File: config.mk
export PLATFORM = sky130hd
export DESIGN_NAME = health_ctrl_flat
export DESIGN_NICKNAME = d
export VERILOG_FILES = /design/src/rtl/health_ctrl_if.sv /design/src/rtl/health_ctrl.sv /design/src/flat_wrapper.sv
export SDC_FILE = /design/constraint.sdc
export NUM_CORES = 1
export LEC_CHECK = 0
export CAP_MARGIN = 20
export CORE_AREA = 2 2 61 63
export CTS_CLUSTER_SIZE = 12
export DETAILED_ROUTE_END_ITERATION = 6
export DIE_AREA = 0 0 63 65
export PLACE_DENSITY_LB_ADDON = 0.08
export SKIP_LAST_GASP = 1
export SLEW_MARGIN = 20
export SYNTH_ARGS = -nofsm -noshare
export SYNTH_HDL_FRONTEND = slang
export SYNTH_SLANG_ARGS = --single-unit
File: constraint.sdc
create_clock -name Clk -period 5.72 [get_ports Clk]
set_input_delay 0.572 -clock Clk [delete_from_list [all_inputs] [get_ports Clk]]
set_output_delay 0.572 -clock Clk [all_outputs]
set_load 0.05 [all_outputs]
File: src/rtl/health_ctrl_if.sv
// Request/status bundle between the combat logic and one fighter's health sequencer.
// The combat logic is the master; health_ctrl is the slave.
interface health_ctrl_if;
    logic       Frame_Tick;
    logic       New_Round;
    logic       Hit;
    logic [2:0] Dmg;
    logic       Heal;
    logic [2:0] Health_Count;
    logic [4:0] Health_Mask;
    logic       Invuln;
    logic       Is_Dead;
    logic       Hit_Ack;

    modport master (
        output Frame_Tick, New_Round, Hit, Dmg, Heal,
        input  Health_Count, Health_Mask, Invuln, Is_Dead, Hit_Ack
    );

    modport slave (
        input  Frame_Tick, New_Round, Hit, Dmg, Heal,
        output Health_Count, Health_Mask, Invuln, Is_Dead, Hit_Ack
    );
endinterface

File: src/rtl/health_ctrl.sv
// Per-fighter health sequencer: damage/heal arbitration, post-hit invulnerability
// window counted in frames, and the blinking box mask for the health display.
module health_ctrl #(
    parameter logic [2:0] MAX_HEALTH    = 3'd5,
    parameter logic [7:0] INVULN_FRAMES = 8'd60,
    parameter logic [3:0] BLINK_FRAMES  = 4'd8
) (
    input logic          Clk,
    input logic          Reset_n,
    health_ctrl_if.slave bus
);
    typedef enum logic [1:0] {ALIVE, INVULN, DEAD} state_t;

    state_t     state, state_nxt;
    logic [2:0] count, count_nxt;
    logic [7:0] frame_cnt, frame_nxt;
    logic [3:0] blink_cnt, blink_cnt_nxt;
    logic       blink, blink_nxt;
    logic       ack_nxt;
    logic       hit_ok;

    function automatic logic [4:0] therm(input logic [2:0] n);
        logic [4:0] m;
        m = '0;
        for (int unsigned i = 0; i < 5; i++) begin
            if (i < 32'(n)) m[i] = 1'b1;
        end
        return m;
    endfunction

    assign hit_ok = (state == ALIVE) && bus.Hit && (bus.Dmg != 3'd0);

    always_comb begin
        state_nxt     = state;
        count_nxt     = count;
        frame_nxt     = frame_cnt;
        blink_cnt_nxt = blink_cnt;
        blink_nxt     = blink;
        ack_nxt       = 1'b0;
        if (bus.New_Round) begin
            state_nxt     = ALIVE;
            count_nxt     = MAX_HEALTH;
            frame_nxt     = '0;
            blink_cnt_nxt = '0;
            blink_nxt     = 1'b0;
        end else if (hit_ok) begin
            // An accepted hit swallows any heal or frame tick in the same cycle
            ack_nxt = 1'b1;
            if (bus.Dmg >= count) begin
                count_nxt = '0;
                state_nxt = DEAD;
            end else begin
                count_nxt = count - bus.Dmg;
                if (INVULN_FRAMES != 8'd0) begin
                    state_nxt     = INVULN;
                    frame_nxt     = INVULN_FRAMES;
                    blink_cnt_nxt = '0;
                    blink_nxt     = 1'b0;
                end
            end
        end else begin
            if (bus.Heal && (state != DEAD) && (count < MAX_HEALTH)) begin
                count_nxt = count + 3'd1;
            end
            if ((state == INVULN) && bus.Frame_Tick) begin
                if (frame_cnt <= 8'd1) begin
                    state_nxt     = ALIVE;
                    frame_nxt     = '0;
                    blink_cnt_nxt = '0;
                    blink_nxt     = 1'b0;
                end else begin
                    frame_nxt = frame_cnt - 8'd1;
                    if (blink_cnt >= BLINK_FRAMES - 4'd1) begin
                        blink_cnt_nxt = '0;
                        blink_nxt     = ~blink;
                    end else begin
                        blink_cnt_nxt = blink_cnt + 4'd1;
                    end
                end
            end
        end
    end

    always_ff @(posedge Clk or negedge Reset_n) begin
        if (!Reset_n) begin
            state           <= ALIVE;
            count           <= MAX_HEALTH;
            frame_cnt       <= '0;
            blink_cnt       <= '0;
            blink           <= 1'b0;
            bus.Hit_Ack     <= 1'b0;
            bus.Health_Mask <= therm(MAX_HEALTH);
            bus.Invuln      <= 1'b0;
            bus.Is_Dead     <= 1'b0;
        end else begin
            state           <= state_nxt;
            count           <= count_nxt;
            frame_cnt       <= frame_nxt;
            blink_cnt       <= blink_cnt_nxt;
            blink           <= blink_nxt;
            bus.Hit_Ack     <= ack_nxt;
            // Mask is decoded from next-state values so it lands with the count
            bus.Health_Mask <= ((state_nxt == DEAD) || blink_nxt) ? '0 : therm(count_nxt);
            bus.Invuln      <= (state_nxt == INVULN);
            bus.Is_Dead     <= (state_nxt == DEAD);
        end
    end

    assign bus.Health_Count = count;
endmodule

File: src/flat_wrapper.sv
// flat-port wrapper written by rule: the top's interface ports become plain ports
module health_ctrl_flat 
#(
    parameter logic [2:0] MAX_HEALTH    = 3'd5,
    parameter logic [7:0] INVULN_FRAMES = 8'd60,
    parameter logic [3:0] BLINK_FRAMES  = 4'd8
)
  (Clk, Reset_n, bus_Frame_Tick, bus_New_Round, bus_Hit, bus_Dmg, bus_Heal, bus_Health_Count, bus_Health_Mask, bus_Invuln, bus_Is_Dead, bus_Hit_Ack);
  health_ctrl_if bus_i ();
  input logic Clk;
  input logic Reset_n;
  input wire logic [$bits(bus_i.Frame_Tick)-1:0] bus_Frame_Tick;
  input wire logic [$bits(bus_i.New_Round)-1:0] bus_New_Round;
  input wire logic [$bits(bus_i.Hit)-1:0] bus_Hit;
  input wire logic [$bits(bus_i.Dmg)-1:0] bus_Dmg;
  input wire logic [$bits(bus_i.Heal)-1:0] bus_Heal;
  output wire logic [$bits(bus_i.Health_Count)-1:0] bus_Health_Count;
  output wire logic [$bits(bus_i.Health_Mask)-1:0] bus_Health_Mask;
  output wire logic [$bits(bus_i.Invuln)-1:0] bus_Invuln;
  output wire logic [$bits(bus_i.Is_Dead)-1:0] bus_Is_Dead;
  output wire logic [$bits(bus_i.Hit_Ack)-1:0] bus_Hit_Ack;
  assign bus_i.Frame_Tick = bus_Frame_Tick;
  assign bus_i.New_Round = bus_New_Round;
  assign bus_i.Hit = bus_Hit;
  assign bus_i.Dmg = bus_Dmg;
  assign bus_i.Heal = bus_Heal;
  assign bus_Health_Count = bus_i.Health_Count;
  assign bus_Health_Mask = bus_i.Health_Mask;
  assign bus_Invuln = bus_i.Invuln;
  assign bus_Is_Dead = bus_i.Is_Dead;
  assign bus_Hit_Ack = bus_i.Hit_Ack;
  health_ctrl #(.MAX_HEALTH(MAX_HEALTH), .INVULN_FRAMES(INVULN_FRAMES), .BLINK_FRAMES(BLINK_FRAMES)) u_core (.Clk(Clk), .Reset_n(Reset_n), .bus(bus_i));
endmodule
Yosys cells after proc, flatten, opt, wreduce, memory -nomap -nowiden
Cells that the tools add are included.
Widths: inputs -> output; s select.
Word-level totals
  bits of input ports: 9
  word-level logic and storage cells: 72
  output and inout bits: 11
  register bits after elaboration: 26
Cells by class
  eq/ne operators: 5
  $lt $le $gt $ge: 9
  multiplexer cells: 34
  reductions and logical operators: 10
  bitwise operators: 1
  add/subtract/negate cells: 4
Operators by type and width (count)
  $mux 8: 5
  $mux 4: 6
  $mux 1: 13
  $mux 3: 4
  $mux 2: 5
  $le 8x1->1 const B: 1
  $sub 8x1->8 const B: 1
  $lt 1x3->1 const A: 2
  $lt 2x3->1 const A: 2
  $reduce_bool 3->1: 2
  $logic_and 1x1->1: 5
  $mux 5: 1
  $add 4x1->4 const B: 1
  $eq 2x1->1 const B: 2
  $ge 4x3->1 const B: 1
  $add 3x1->3 const B: 1
  $ge 3x3->1: 1
  $lt 3x3->1 const A: 1
  $lt 3x3->1 const B: 1
  $ne 3x3->1 const B: 1
  $sub 3x3->3: 1
  $eq 2x2->1 const B: 1
  $logic_not 2->1: 1
  $ne 2x2->1 const B: 1
  other kinds (3): 3

Longest topological paths before layout
Gate-level depths: netlist (run 1).
  word-level depth: 9
  mapped depth: 8
  gate-level depth less buffers: 7

Worst setup path before layout (run 1)
No wires, ideal clock.
  path kind: register to register
  start point: register u_core.count[1], in the netlist u_core.bus.Health_Count[1]
  end point: register u_core.frame_cnt[6]
  required time: 5.636 ns
  buffers on the path: 1
  setup time: 0.084 ns
  cell stages (with the launch flop): 8
  arrival time: 2.226 ns
  period minus slack after synthesis: 2.310 ns
  slack: 3.410 ns
  cells stage by stage: dfrtp_1 ha_1 nor2b_1 o311a_1 a21boi_0 buf_2 o21ai_0 a21boi_0
On the way
  word-level cells in the longest chain between the ends: 3
RTL lines
  from (decl): line health_ctrl.sv:15  | logic [2:0] count, count_nxt;
  from (signal assigned): line health_ctrl.sv:97  | count <= count_nxt;
  $ge 3x3->1: line health_ctrl.sv:49  | if (bus.Dmg >= count) begin
  $ne 3x3->1 (no source line)
  $reduce_and 2->1 (no source line)
  to (signal assigned): line health_ctrl.sv:98  | frame_cnt <= frame_nxt;
  to (decl): line health_ctrl.sv:16  | logic [7:0] frame_cnt, frame_nxt;
No other way between the ends.
A chain may end at the register's enable or synchronous reset.

Worst setup path after layout (run 1)
  start point: input port bus_Dmg[1]
  end point: register u_core.frame_cnt[6]
On the way
  word-level cells in the longest chain between the ends: 4
  elaborated cells on any way between the ends: 8
  classes of those cells: order compare: 1; eq/ne: 1; mux: 2; reduce/logical: 4
RTL lines
  from (decl): line flat_wrapper.sv:15  | input wire logic [$bits(bus_i.Dmg)-1:0] bus_Dmg;
  branches (longest 4 deep; another with $ge 3x3->1)
Several ways; the timed one is not identified.

==> flow_metrics.py, run 1 <==
metrics = {
    "cts": {
        "clk_pin_slew_ns": 0.16,
        "clk_latency_ns": 0.33,
        "cts_root_buf": "clkbuf_4",
        "cts_tree": "built",
        "postCtsSetupBuffers": 0,
        "cts_resized": 0,
        "cts_hold_buffers": 0,
        "cts_buffer_depth": 2,
        "htreeDepth": 1,
        "cts-buffers-inserted": 3,
        "clock_sink_count": 26,
    },
    "die": {
        "dieWidth_um": 63,
        "row_count": 22,
        "ios": 20,
        "die_h_um": 65,
        "initial_core_util_pct": 43.2,
        "coreArea_um2": 3500,
        "fp.dieArea_um2": 4100,
    },
    "route": {
        "wl_per_cell_um": 14.8,
        "ant_nets": 0,
        "dr.pass1.iters": 4,
        "drc": 0,
        "drtIter0Drc": 71,
        "routed_wl_um": 3340,
        "routed-via-count": 1296,
        "via_per_inst": 5.76,
    },
    "timing": {
        "hold_violations": 0,
        "timing.hold.ws_ns": 0.508,
        "slew_headroom_pct": 42.8,
        "tightestPinTransition_ns": 0.856,
        "max_freq_ghz": 0.369,
        "slew_violations": 0,
        "final.setup_skew_ns": 0.0150,
        "fin_setup_tns_ns": 0,
        "finalSetupViolations": 0,
        "rsz0062_at_grt": "no",
        "finalCritPeriodShare_pct": 47.4,
        "period_needed_ns": 2.71,
    },
    "logic_synthesis": {
        "synthCells": 156,
        "synth_fp_nets": 173,
        "synth.top_cell.area_share_pct": 31.5,
        "yosysMostFrequentCell": "dfrtp_1",
        "synthTopCellsByArea": "dfrtp_1, dfstp_2, ha_1, o21ai_0, a21oi_1",
        "yosys_register_bits": 26,
        "synth-main-ff-cell": "dfrtp_1",
        "synth_edf_count": 0,
        "synth_top_area_cell": "dfrtp_1",
        "seq_area_frac_synth_pct": 43.7,
        "ys_warn_count": 0,
        "synth_cell_types": 53,
        "syn_area_um2": 1510,
        "avgSynthCellArea_um2": 9.68,
        "synthTopCellsByCount": "dfrtp_1, nand2_1, o21ai_0, nor2_1, a21oi_1",
        "synth-async-reset-ratio_pct": 100,
    },
    "layout": {
        "drive_gt1_share_pct": 13.0,
        "antenna_cells": 0,
        "nets": 195,
        "syn_to_final_growth_pct": 19.5,
    },
    "worst_setup_path": {
        "cp_num_buf_inv": 2,
        "critical_path_class": "input port to register",
        "critPathLaunchType": "input port",
        "crit_start": "bus_Dmg[1]",
        "critical_path.cell_chain": "clkdlybuf4s50_1 -> inv_1 -> ha_1 -> nor2b_1 -> o311a_1 -> a21boi_1 -> o21ai_0 -> a21boi_0",
        "crit_family": "compound AO/OA/AOI/OAI gates",
        "max_stage_delay_ns": 0.70,
        "required_ns": 5.99,
        "arrival_ns": 2.98,
        "end_kind": "register",
        "path_max_fanout": 13,
        "slowest_stage": "a21boi_1",
        "crit-reg2reg-launch": "u_core.bus.Health_Count[2]$_DFF_PN1_",
    },
    "hold_path": {
        "hold_class": "register to register",
        "hp-start": "u_core.blink_cnt[3]$_DFFE_PN0P_",
    },
    "power": {
        "power.density_nw_per_um2": 453,
        "irDropWorstVdd_v": 0.000166,
        "p_leak_nw": 0.772,
    },
    "placed_design": {
        "io_buffers": 19,
        "gp_congestion": 0.857,
        "hpwl_um": 2560,
    },
    "grt": {
        "grt-ovfl-total": 0,
        "grt_antenna_before_repair": 0,
        "grt.busiest_layer": "met2",
        "grt_max_degree": 27,
        "grt_usage_pct": 18.4,
        "met3_usage_pct": 2.95,
        "met1_usage_pct": 22.0,
        "grt_pass1_wl_um": 6070,
        "use_met2_pct": 33.6,
        "grt_pass1_vias": 1374,
    },
    "status": {
        "status": "completed",
    },
    "job": {
        "maxCapViolations": 0,
    },
}
==> cells by family (layout without fill, tap and decap cells) <==
| family | count (synthesis) | in the layout | synth area share, % |
|---|---|---|---|
| buffers and inverters | 13 | 34 | 3.56 |
| adders and majority gates | 8 | 8 | 7.12 |
| and+or+nand+nor | 60 | 60 | 23.2 |
| AOI/OAI and AO/OA | 47 | 47 | 21.3 |
| xor gates and xnor gates | 2 | 2 | 1.16 |
| DFF | 26 | 26 | 43.7 |
==> layout by cell type, fill, tap and decap left out, drive strengths merged, types with 3 or more instances in the layout <==
cell and count:
ha 7, nor4b 3, dfrtp 19, a21boi 3, o21ai 14, and2 3, inv 10, nor3 6
clkdlybuf4s50 19, dfstp 7, a31oi 3, a21oi 11, clkbuf 3, nor2 12, nand3 4, nand2 14
==> through the flow <==
stage	total power [W]	util, %	area (um^2)	cells	worst slack [ns]
2_1_floorplan	0.000584	-	1510	156	3.41
6_report	0.000818	51.6	1800	225	3.01
3_3_place_gp	0.000684	50.1	1750	221	2.43
3_5_place_dp	0.000694	50.1	1750	221	2.66
4_1_cts	0.000824	51.6	1800	225	3.01
5_1_grt	0.000876	51.6	1800	225	2.74
==> state kept, by name (all words and copies together) (netlist names) <==
name,flops
u_core.bus.Health_Count,3
u_core.blink,1
u_core.blink_cnt,4
u_core.bus.Hit_Ack,1
u_core.state,2
u_core.frame_cnt,8
u_core.bus.Invuln,1
u_core.bus.Is_Dead,1
u_core.bus.Health_Mask,5
==> power breakdown <==
part,internal [W],switching [W],leakage (nW)
Clock,0.0000709,0.0000580,0.0279
Sequential,0.000246,0.0000522,0.329
Combinational,0.000153,0.000237,0.415
==> layout make-up <==
type | instances | area (um^2)
Inverter | 10 | 37.5
Multi-Input combinational cell | 117 | 797
Timing Repair Buffer | 20 | 198
Clock inverter | 1 | 30.0
Clock buffer | 3 | 22.5
Sequential cell | 26 | 659
Fill cell | 335 | 1690
Tap cell | 48 | 60.1
==> per-layer routing <==
| metal | vias up | part of all wire (%) |
|---|---|---|
| met1 | 650 | 42 |
| met2 | 33 | 54 |
| met4 | 0 | 0.57 |
| li1 | 611 | - |
| met3 | 2 | 3.7 |
| met5 | - | 0 |
==> worst min-delay path, stage by stage, from the launching register on <==
cell and delay [ns]:
dfrtp_1 0.37, nand2_1 0.05, o21ai_0 0.06
==> final timing paths <==
kind | endpoint | slack [ns] | cells after the start
worst max-delay path | u_core.frame_cnt[6]$_DFFE_PN0P_ | 3.01 | 8
worst min-delay path | u_core.blink_cnt[3]$_DFFE_PN0P_ | 0.51 | 2
worst max register to register | u_core.frame_cnt[6]$_DFFE_PN0P_ | 3.21 | 6
worst min register to register | u_core.blink_cnt[3]$_DFFE_PN0P_ | 0.51 | 2
max in group asynchronous | u_core.bus.Health_Mask[3]$_DFF_PN1_ | 4.82 | 2
min in group asynchronous | u_core.bus.Hit_Ack$_DFF_PN0_ | 0.58 | 2
(Power assumes the default switching activity.)
==> run 2: changes to the inputs <==
==> constraint.sdc (replaced) <==
create_clock -name Clk -period 2.5 [get_ports Clk]
set_input_delay 0.25 -clock Clk [delete_from_list [all_inputs] [get_ports Clk]]
set_output_delay 0.25 -clock Clk [all_outputs]
set_load 0.05 [all_outputs]
==> run 2 against run 1 <==
Net effect:
- sequential share of layout area decreased by 1.5 points
- die area unchanged
- cell count increased by 4.4%
- clock skew increased by 0.0032 ns
- first-iteration DRC count decreased by 41%
- wire length decreased by 1.2%
- critical path depth unchanged
- hold slack got worse by 0.26 ns
- via count increased by 0.77%
- flip-flop and latch count unchanged
==> flow_metrics.py, run 2 (synthesis gave the netlist of run 1 again) <==
metrics = {
    "layout": {
        "regMostFlops": "u_core.frame_cnt",
        "largest_reg_flops": 8,
        "final_cell_mix": "clkdlybuf4s50_1, dfrtp_1, nand2_1",
        "nets": 205,
        "reg_top3": "u_core.frame_cnt x8, u_core.bus.Health_Mask x5, u_core.blink_cnt x4",
        "antenna_cells": 0,
        "syn_to_final_growth_pct": 24.4,
        "drive_gt1_share_pct": 17.6,
    },
    "worst_setup_path": {
        "critical_path.cell_chain": "inv_1 -> ha_1 -> nand3_1 -> o311a_1 -> a21boi_0 -> buf_4 -> or4_1 -> a21boi_0",
        "path_max_fanout": 8,
        "cp_num_buf_inv": 2,
        "arrival_ns": 2.52,
        "end_kind": "register",
        "required_ns": 2.78,
        "max_stage_delay_ns": 0.62,
        "slowest_stage": "dfstp_2",
        "critPathMostFrequentCell": "a21boi_0",
        "critPathLaunchType": "register",
        "critical_path_class": "register to register",
        "crit_family": "flip-flops",
    },
    "cts": {
        "cts-buffers-inserted": 3,
        "clk_latency_ns": 0.34,
        "clock_sink_count": 26,
        "postCtsSetupBuffers": 0,
        "cts_hold_buffers": 0,
        "cts_resized": 0,
        "clk_pin_slew_ns": 0.16,
        "cts_tree": "built",
        "htreeDepth": 1,
        "cts_root_buf": "clkbuf_4",
        "cts_buffer_depth": 2,
    },
    "grt": {
        "grt-ovfl-total": 0,
        "grt_pass1_vias": 1329,
        "grt_antenna_before_repair": 0,
        "grt_usage_pct": 18.1,
        "grt_pass1_wl_um": 5910,
        "grt_max_degree": 27,
    },
    "timing": {
        "hold_violations": 0,
        "fin_ws_ns": 0.261,
        "finalCritPeriodShare_pct": 89.5,
        "slew_violations": 0,
        "max_freq_ghz": 0.447,
        "slew_headroom_pct": 63.4,
        "rsz0062_at_grt": "no",
        "period_needed_ns": 2.24,
        "tightestPinTransition_ns": 0.542,
        "finalSetupViolations": 0,
        "final.setup_skew_ns": 0.0182,
        "fin_setup_tns_ns": 0,
    },
    "job": {
        "maxCapViolations": 0,
    },
    "placed_design": {
        "io_buffers": 19,
        "hpwl_um": 2600,
        "place_ws_ns": 0.0134,
        "gp_congestion": 0.908,
    },
    "die": {
        "coreArea_um2": 3500,
        "ios": 20,
        "die_h_um": 65,
        "row_count": 22,
        "fp.dieArea_um2": 4100,
        "initial_core_util_pct": 43.2,
        "dieWidth_um": 63,
    },
    "route": {
        "wl_per_cell_um": 14.0,
        "via_per_inst": 5.56,
        "drtIter0Drc": 42,
        "dr.pass1.iters": 4,
        "routed_wl_um": 3300,
        "ant_nets": 0,
        "drc": 0,
        "routed-via-count": 1306,
    },
    "power": {
        "irDropWorstVdd_v": 0.000411,
        "power.density_nw_per_um2": 1020,
        "p_leak_nw": 0.820,
    },
    "status": {
        "status": "completed",
    },
    "hold_path": {
        "hold_class": "input port to async pin",
    },
}
-- run 2: changes by cell type in the layout (fill, tap and decap cells not counted) --
cell,delta
buf_4,+10
a21boi_1,-1
a21boi_0,+1
-- run 2: cell type report --
cell class | instances | area, um^2
clock buffer | 3 | 22.5
sequential | 26 | 659
multi-input combinational | 117 | 797
timing repair buffer | 30 | 273
fill | 325 | 1620
tap | 48 | 60.1
clock inverter | 1 | 30.0
inverter | 10 | 37.5
-- run 2: worst paths after layout --
kind	from	to	slack (ns)	cells after the start
worst max-delay path	u_core.bus.Health_Count[0]$_DFF_PN1_	u_core.frame_cnt[7]$_DFFE_PN0P_	0.26	8
worst min-delay path	Reset_n	u_core.bus.Health_Count[1]$_DFF_PN0_	0.25	2
worst max register to register	u_core.bus.Health_Count[0]$_DFF_PN1_	u_core.frame_cnt[7]$_DFFE_PN0P_	0.26	8
worst min register to register	u_core.blink_cnt[3]$_DFFE_PN0P_	u_core.blink_cnt[3]$_DFFE_PN0P_	0.52	2
max in group asynchronous	Reset_n	u_core.bus.Health_Mask[1]$_DFF_PN1_	1.94	2
min in group Clk	u_core.blink_cnt[3]$_DFFE_PN0P_	u_core.blink_cnt[3]$_DFFE_PN0P_	0.52	2
-- run 2: metrics by stage --
step / total power, W / utilization (%) / cell area, um^2 / instances / hold slack (ns)
floorplan: 0.00134 / - / 1510 / 156 / -0.0456
global placement: 0.00162 / 52.3 / 1830 / 231 / 0.485
detailed placement: 0.00164 / 52.3 / 1830 / 231 / 0.491
CTS: 0.00194 / 53.8 / 1880 / 235 / 0.267
global route: 0.00206 / 53.8 / 1880 / 235 / 0.268
finish: 0.00193 / 53.8 / 1880 / 235 / 0.246
-- run 2: routing by layer --
layer	share of wire, %	GRT usage, %	up-vias
met1	43	21.4	639
met2	52	32.8	31
met3	3.6	2.95	4
li1	-	-	632
met4	1.1	6.67	0
met5	0	0	-
-- run 2: power breakdown --
part	internal, W	leakage (nW)	switching [W]
Sequential	0.000564	0.329	0.000110
Combinational	0.000396	0.463	0.000556
Clock	0.000162	0.0279	0.000137
Total	0.00112	0.820	0.000803
==> run 3: changes to the inputs <==
--- a/config.mk
+++ b/config.mk
@@ -12,7 +12,7 @@
 export DIE_AREA = 0 0 63 65
 export PLACE_DENSITY_LB_ADDON = 0.08
 export SKIP_LAST_GASP = 1
-export SLEW_MARGIN = 20
 export SYNTH_ARGS = -nofsm -noshare
 export SYNTH_HDL_FRONTEND = slang
 export SYNTH_SLANG_ARGS = --single-unit
+export TNS_END_PERCENT = 10
==> results of run 3 <==
Final layout, timing and power as in run 2 (identical DEF).
